--- src/rtl/byte_stream_loader_if.sv ---
// Byte stream plus basic_ram bus bundle for byte_stream_loader.
// master: loader side (accepts bytes, drives the RAM strobes).
// slave : environment side (byte source and RAM).
interface byte_stream_loader_if #(
    parameter int ADDR_W = 32
);
    logic              byte_valid;
    logic [7:0]        byte_data;
    logic              byte_last;
    logic              byte_ready;
    logic [ADDR_W-1:0] mem_address;
    logic [31:0]       mem_data_in;
    logic              mem_cs;
    logic              mem_we;
    logic              mem_oe;
    logic              mem_done;

    modport master (
        input  byte_valid, byte_data, byte_last, mem_done,
        output byte_ready, mem_address, mem_data_in, mem_cs, mem_we, mem_oe
    );

    modport slave (
        output byte_valid, byte_data, byte_last, mem_done,
        input  byte_ready, mem_address, mem_data_in, mem_cs, mem_we, mem_oe
    );
endinterface

--- src/rtl/byte_stream_loader.sv ---
// byte_stream_loader: gathers object-file bytes into little-endian 32-bit
// words and writes them to consecutive basic_ram word addresses.
// Optional macro LOADER_CHECKSUM_EN enables the running checksum register;
// without it the checksum output is tied to zero.
//
// state   | meaning
// IDLE    | after reset, waiting for start
// COLLECT | accepting bytes into the assembly register
// WRITE   | RAM write strobes held until mem_done
// DONE    | load finished, results held until next start
module byte_stream_loader #(
    parameter int ADDR_W    = 32,
    parameter int MAX_WORDS = 1024
) (
    input  logic                 clk,
    input  logic                 rst_n,
    input  logic                 start,
    input  logic [ADDR_W-1:0]    base_addr,
    byte_stream_loader_if.master bus,
    output logic                 busy,
    output logic                 done,
    output logic                 overflow,
    output logic [ADDR_W-1:0]    words_written,
    output logic [31:0]          checksum
);
    typedef enum logic [1:0] {IDLE, COLLECT, WRITE, DONE} state_t;

    localparam logic [ADDR_W-1:0] MAX_CNT = ADDR_W'(MAX_WORDS);
    localparam logic [ADDR_W-1:0] ONE     = ADDR_W'(1);

    state_t      state, state_next;
    logic [1:0]  idx;
    logic [31:0] asm_word;
    logic [31:0] word_next;
    logic        last_seen;
    logic        start_ok;
    logic        byte_fire;
    logic        word_full;
    logic        write_ack;
    logic        at_limit;

    // State register.
    always_ff @(posedge clk or negedge rst_n) begin
        if (!rst_n) state <= IDLE;
        else        state <= state_next;
    end

    // Transfer qualifiers and next-state selection.
    always_comb begin
        state_next = state;
        start_ok   = start && ((state == IDLE) || (state == DONE));
        byte_fire  = (state == COLLECT) && bus.byte_valid && bus.byte_ready;
        word_full  = byte_fire && ((idx == 2'd3) || bus.byte_last);
        write_ack  = (state == WRITE) && bus.mem_done;
        at_limit   = (words_written + ONE) == MAX_CNT;
        word_next  = asm_word;
        word_next[{idx, 3'b000} +: 8] = bus.byte_data;
        case (state)
            IDLE, DONE: if (start_ok) state_next = COLLECT;
            COLLECT:    if (word_full) state_next = WRITE;
            WRITE: begin
                if (write_ack) begin
                    if (last_seen || at_limit) state_next = DONE;
                    else                       state_next = COLLECT;
                end
            end
            default:    state_next = IDLE;
        endcase
    end

    // Registered outputs and datapath; strobes follow the next state so they
    // appear the cycle after the edge that moves the FSM.
    always_ff @(posedge clk or negedge rst_n) begin
        if (!rst_n) begin
            bus.byte_ready  <= 1'b0;
            bus.mem_cs      <= 1'b0;
            bus.mem_we      <= 1'b0;
            bus.mem_oe      <= 1'b0;
            bus.mem_address <= '0;
            bus.mem_data_in <= '0;
            busy            <= 1'b0;
            done            <= 1'b0;
            overflow        <= 1'b0;
            words_written   <= '0;
            idx             <= '0;
            asm_word        <= '0;
            last_seen       <= 1'b0;
        end else begin
            bus.byte_ready <= (state_next == COLLECT);
            bus.mem_cs     <= (state_next == WRITE);
            bus.mem_we     <= (state_next == WRITE);
            bus.mem_oe     <= 1'b0;
            busy           <= (state_next == COLLECT) || (state_next == WRITE);
            done           <= (state_next == DONE);
            if (start_ok) begin
                bus.mem_address <= base_addr;
                words_written   <= '0;
                overflow        <= 1'b0;
                idx             <= '0;
                asm_word        <= '0;
                last_seen       <= 1'b0;
            end
            if (byte_fire) begin
                asm_word  <= word_next;
                idx       <= idx + 2'd1;
                last_seen <= last_seen | bus.byte_last;
            end
            if (word_full) bus.mem_data_in <= word_next;
            if (write_ack) begin
                bus.mem_address <= bus.mem_address + ONE;
                words_written   <= words_written + ONE;
                asm_word        <= '0;
                idx             <= '0;
                overflow        <= !last_seen && at_limit;
            end
        end
    end

`ifdef LOADER_CHECKSUM_EN
    // Running sum of committed words, restarted by each accepted start.
    always_ff @(posedge clk or negedge rst_n) begin
        if (!rst_n)         checksum <= '0;
        else if (start_ok)  checksum <= '0;
        else if (write_ack) checksum <= checksum + bus.mem_data_in;
    end
`else
    assign checksum = '0;
`endif
endmodule
--- src/flat_wrapper.sv ---
// flat-port wrapper written by rule: the top's interface ports become plain ports
module byte_stream_loader_flat 
#(
    parameter int ADDR_W    = 32,
    parameter int MAX_WORDS = 1024
)
  (clk, rst_n, start, base_addr, busy, done, overflow, words_written, checksum, bus_byte_valid, bus_byte_data, bus_byte_last, bus_mem_done, bus_byte_ready, bus_mem_address, bus_mem_data_in, bus_mem_cs, bus_mem_we, bus_mem_oe);
  byte_stream_loader_if #(.ADDR_W(ADDR_W)) bus_i ();
  input  logic clk;
  input  logic rst_n;
  input  logic start;
  input  logic [ADDR_W-1:0] base_addr;
  output logic busy;
  output logic done;
  output logic overflow;
  output logic [ADDR_W-1:0] words_written;
  output logic [31:0] checksum;
  input wire logic [$bits(bus_i.byte_valid)-1:0] bus_byte_valid;
  input wire logic [$bits(bus_i.byte_data)-1:0] bus_byte_data;
  input wire logic [$bits(bus_i.byte_last)-1:0] bus_byte_last;
  input wire logic [$bits(bus_i.mem_done)-1:0] bus_mem_done;
  output wire logic [$bits(bus_i.byte_ready)-1:0] bus_byte_ready;
  output wire logic [$bits(bus_i.mem_address)-1:0] bus_mem_address;
  output wire logic [$bits(bus_i.mem_data_in)-1:0] bus_mem_data_in;
  output wire logic [$bits(bus_i.mem_cs)-1:0] bus_mem_cs;
  output wire logic [$bits(bus_i.mem_we)-1:0] bus_mem_we;
  output wire logic [$bits(bus_i.mem_oe)-1:0] bus_mem_oe;
  assign bus_i.byte_valid = bus_byte_valid;
  assign bus_i.byte_data = bus_byte_data;
  assign bus_i.byte_last = bus_byte_last;
  assign bus_i.mem_done = bus_mem_done;
  assign bus_byte_ready = bus_i.byte_ready;
  assign bus_mem_address = bus_i.mem_address;
  assign bus_mem_data_in = bus_i.mem_data_in;
  assign bus_mem_cs = bus_i.mem_cs;
  assign bus_mem_we = bus_i.mem_we;
  assign bus_mem_oe = bus_i.mem_oe;
  byte_stream_loader #(.ADDR_W(ADDR_W), .MAX_WORDS(MAX_WORDS)) u_core (.clk(clk), .rst_n(rst_n), .start(start), .base_addr(base_addr), .bus(bus_i), .busy(busy), .done(done), .overflow(overflow), .words_written(words_written), .checksum(checksum));
endmodule
--- config.mk ---
export PLATFORM = sky130hd
export DESIGN_NAME = byte_stream_loader_flat
export DESIGN_NICKNAME = d
export VERILOG_FILES = /design/src/rtl/byte_stream_loader_if.sv /design/src/rtl/byte_stream_loader.sv /design/src/flat_wrapper.sv
export SDC_FILE = /design/constraint.sdc
export NUM_CORES = 1
export LEC_CHECK = 0
export BUFFER_PORTS_ARGS = -buffer_cell sky130_fd_sc_hd__buf_2
export CAP_MARGIN = 25
export CORE_AREA = 2 2 156 128
export DETAILED_ROUTE_END_ITERATION = 16
export DIE_AREA = 0 0 158 130
export GPL_TIMING_DRIVEN = 1
export PLACE_DENSITY = 0.67
export SYNTH_ARGS = -nofsm -noshare
export SYNTH_HDL_FRONTEND = slang
export SYNTH_SLANG_ARGS = --single-unit
--- constraint.sdc ---
create_clock -name clk -period 2.8 [get_ports clk]
set_input_delay 0.28 -clock clk [delete_from_list [all_inputs] [get_ports clk]]
set_output_delay 0.28 -clock clk [all_outputs]
set_load 0.005 [all_outputs]
==> results.sh <==
export IMPL_layout_setup_ws_ns=0.04277
export IMPL_clk_pin_slew_ns=0.07
export IMPL_fmax_ghz=0.3627
export IMPL_slowest_delay_ns=0.46
export IMPL_synth_edff_count=0
export IMPL_htreeDepth=4
export IMPL_hold_viol_final=0
export IMPL_grt_overflow=0
export IMPL_fin_nets=1097
export IMPL_synth_top_flop_cell="dfrtp_1"
export IMPL_r2r_start="u_core.words_written[3]$_DFFE_PN0P_"
export IMPL_dp_final_hpwl_um=15450
export IMPL_power_density_nw_per_um2=774.5
export IMPL_tritoncts="built"
export IMPL_met2_wirelength_um=9850
export IMPL_cts_buffers=17
export IMPL_antennaDiodeCount=0
export IMPL_p_sw_w=0.002697
export IMPL_synthCells=874
export IMPL_worstHoldStart="base_addr[30]"
export IMPL_yosysWarnings=0
export IMPL_num_rows=46
export IMPL_start_kind="register"
export IMPL_ir_drop_v=0.0004797
export IMPL_coreArea_um2=19220
export IMPL_preCtsSetupSlack_ns=-0.08434
export IMPL_nFillCells=1882
export IMPL_ys_ff_latch=138
export IMPL_status="finished clean"
export IMPL_worst_hold_slack_ns=0.05917
export IMPL_area_growth_pct=24.10
export IMPL_relSlewSlack_pct=54.80
export IMPL_comb_power_share_pct=29.4
export IMPL_clkLatencyLatePin_ns=0.43
export IMPL_die_w_um=158
export IMPL_dieHeight_um=130
export IMPL_path_class="reg2reg"
export IMPL_fin_crit_sh_pct=98.47
export IMPL_vias_per_cell=5.442
export IMPL_grt_max_degree=70
export IMPL_postRouteAntennaNets=0
export IMPL_rsz0062_at_grt="yes"
export IMPL_setup_viol_count_final=0
export IMPL_cp_end_kind="register"
export IMPL_start_util_pct=39.76
export IMPL_drive_above_1_share_pct=25.57
export IMPL_antenna_found_initial=0
export IMPL_worst_pin_slew_ns=0.6779
export IMPL_r2r_cells=11
export IMPL_p_leak_nw=4.413
export IMPL_globalplace_congestion=0.9169
export IMPL_cts_sinks=138
export IMPL_avgSynthCellArea_um2=8.746
export IMPL_p_sw_share_pct=36.72
export IMPL_vias=7162
export IMPL_arrival_ns=3.12
export IMPL_dieArea_um2=20540
export IMPL_grt_pass1_wl_um=35620
export IMPL_clock_skew_ns=0.01241
export IMPL_clk_path_buf_depth=2
export IMPL_yosysSeqAreaShare_pct=45.18
export IMPL_drc=0
export IMPL_cpMaxStageDelayCell="a2111oi_1"
export IMPL_netlist_area_um2=7644
export IMPL_reg2reg_to="u_core.busy$_DFF_PN0_"
export IMPL_grt_pass1_vias=6670
export IMPL_async_flop_share_pct=100.0
export IMPL_regToRegSetupSlack_ns=0.04
export IMPL_max_cap_violations=0
export IMPL_finish_utilization_pct=49.34
export IMPL_worstHoldEndpoint="u_core.bus.mem_address[30]$_DFFE_PN0P_"
export IMPL_wl_met3_um=1908
export IMPL_cp_required_ns=3.16
export IMPL_drt_pass1_iterations=5
export IMPL_wl_met1_um=10560
export IMPL_cp_max_fo=5
export IMPL_hold_path_class="in2reg"
export IMPL_synthDistinctLibCells=61
export IMPL_ios=181
export IMPL_min_path_cells=3
export IMPL_path_cells="buf_4 -> a2111oi_1 -> a21oi_1 -> a2111oi_1 -> o211a_1 -> o2111ai_1 -> nor4_2 -> buf_4 -> o21a_1 -> ha_1 -> inv_1"
export IMPL_top_layer_used="met4"
export IMPL_track_usage_pct=22.16
export IMPL_p_int_w=0.004649
export IMPL_wl_per_cell_um=17.20
export IMPL_finalMaxSlewViolations=0
export IMPL_cts_root_buf="clkbuf_16"
export IMPL_drt_iter0_drc=483
export IMPL_sequentialPowerShare_pct=37.7
export IMPL_drt_wl_total_um=22640
export IMPL_layout_min_cycle_time_ns=2.757
export IMPL_portBuffers=147
export IMPL_clkPwrFrac_pct=32.9
==> through the flow <==
stage	std cells	TNS, ns	area [um^2]	power, W
2_1_floorplan	906	0	7764	0.004053
3_3_place_gp	1269	-0.02443	8705	0.004887
3_5_place_dp	1269	-0.1304	8705	0.004931
4_1_cts	1303	0	9363	0.007377
5_1_grt	1316	-0.1122	9485	0.007815
6_report	1316	0	9485	0.007346
==> cells in the final DEF (no fill, tap or decap), types with 5 or more instances in the layout <==
cell	count
clkbuf_16	17
buf_2	146
nor2_1	66
a211oi_1	12
nor3_1	16
a22o_1	34
conb_1	33
xor2_1	8
xnor2_1	7
o22ai_1	10
a21oi_1	67
nand2_1	102
or3_1	5
mux2i_1	5
nand3_1	36
nor4_1	6
and3_1	11
a31oi_1	5
and2_1	7
and4_1	7
inv_1	15
dfrtp_2	10
a211o_1	5
dfrtp_1	128
nand4_1	16
ha_1	12
buf_4	62
o31ai_1	8
o21ai_0	89
nor2b_1	32
==> worst max path at each step <==
stage                                       end  slack, ns  cells after the start                           startpoint
after floorplan           u_core.busy$_DFF_PN0_       0.09                     11  u_core.words_written[0]$_DFFE_PN0P_
after global placement    u_core.busy$_DFF_PN0_      -0.02                     11  u_core.words_written[0]$_DFFE_PN0P_
after detailed placement  u_core.busy$_DFF_PN0_      -0.08                     11  u_core.words_written[0]$_DFFE_PN0P_
after CTS                 u_core.busy$_DFF_PN0_       0.03                     12  u_core.words_written[1]$_DFFE_PN0P_
after global routing      u_core.busy$_DFF_PN0_      -0.08                     11  u_core.words_written[3]$_DFFE_PN0P_
final                     u_core.busy$_DFF_PN0_       0.04                     11  u_core.words_written[3]$_DFFE_PN0P_
==> per-layer routing <==
metal,global-route usage [%],vias to the layer above
li1,-,3414
met1,32.23,3441
met2,32.51,275
met3,6.310,32
met4,5.882,0
met5,0,-
==> registers in the layout (all words and copies together) (netlist names), 2 cells and up <==
name,count
u_core.asm_word,32
u_core.bus.mem_address,32
u_core.bus.mem_data_in,32
u_core.idx,2
u_core.state,2
u_core.words_written,32
==> kinds of logic (layout without fill, tap and decap cells) <==
logic type | count (synthesis) | count (layout) | synth area share [%]
mux | 5 | 5 | 0.6548
fa+ha+maj | 12 | 12 | 1.964
simple gates | 324 | 324 | 20.94
xor+xnor | 15 | 15 | 1.719
buf+inv | 112 | 258 | 7.661
other cells | 1 | 33 | 0.04906
flops | 138 | 138 | 45.18
compound gates | 267 | 267 | 21.84
==> critical path: cells and delay by family (launching register included) <==
| family | cells | cell delay [ns] |
|---|---|---|
| adder cells (fa/ha/maj) | 1 | 0.23 |
| AND/OR/NAND/NOR | 1 | 0.18 |
| buffers and inverters | 3 | 0.37 |
| flip-flops | 1 | 0.43 |
| AO/OA/AOI/OAI | 6 | 1.48 |
==> cell usage after synthesis, drive strengths merged (2+ instances only) <==
cell,number,area share [%]
a2111oi,2,0.23
a211o,5,0.57
a211oi,12,1.2
a21oi,68,4.5
a22o,34,3.9
a311oi,4,0.46
a31oi,5,0.41
and2,7,0.57
and3,11,0.90
and4,8,0.92
buf,62,5.2
clkbuf,35,1.8
dfrtp,138,45
ha,12,2.0
inv,15,0.74
mux2i,5,0.65
nand2,103,5.1
nand2b,2,0.16
nand3,37,2.4
nand4,17,1.6
nor2,67,3.3
nor2b,32,2.6
nor3,16,1.0
nor4,9,0.90
o211a,2,0.26
o211ai,3,0.29
o21a,3,0.29
o21ai,94,6.2
o221a,2,0.29
o22ai,10,0.82
o31ai,9,0.95
o32ai,4,0.46
o41ai,2,0.23
or2,3,0.25
or3,6,0.49
or4,2,0.25
xnor2,7,0.80
xor2,8,0.92
==> area by class of cell <==
| class | count | area, um^2 | share of cell area (%) |
|---|---|---|---|
| multi-input cells | 656 | 3771 | 39.76 |
| flip-flops and latches | 138 | 3466 | 36.54 |
| repair buffers | 211 | 1237 | 13.05 |
| clock buffers | 18 | 439.2 | 4.630 |
| well taps | 264 | 330.3 | 3.482 |
| clock inverters | 14 | 185.2 | 1.952 |
| inverters | 15 | 56.30 | 0.5936 |
==> power by group through the flow <==
stage | clock [W] | sequential, W | combinational (W)
3_5_place_dp | 0 | 0.00278 | 0.00215
5_1_grt | 0.00255 | 0.00282 | 0.00244
6_report | 0.00242 | 0.00277 | 0.00216
2_1_floorplan | 0 | 0.00272 | 0.00133
4_1_cts | 0.00246 | 0.00276 | 0.00216
3_3_place_gp | 0 | 0.00277 | 0.00211
==> timing repair <==
action,in CTS,in global routing
pin swaps,1,11
endpoints found under the hold margin,67,0
gates resized for setup,6,11
setup buffers,1,13
setup endpoints to repair,3,5
hold buffers,1,0
No activity file was read; power rests on OpenSTA's default activity.
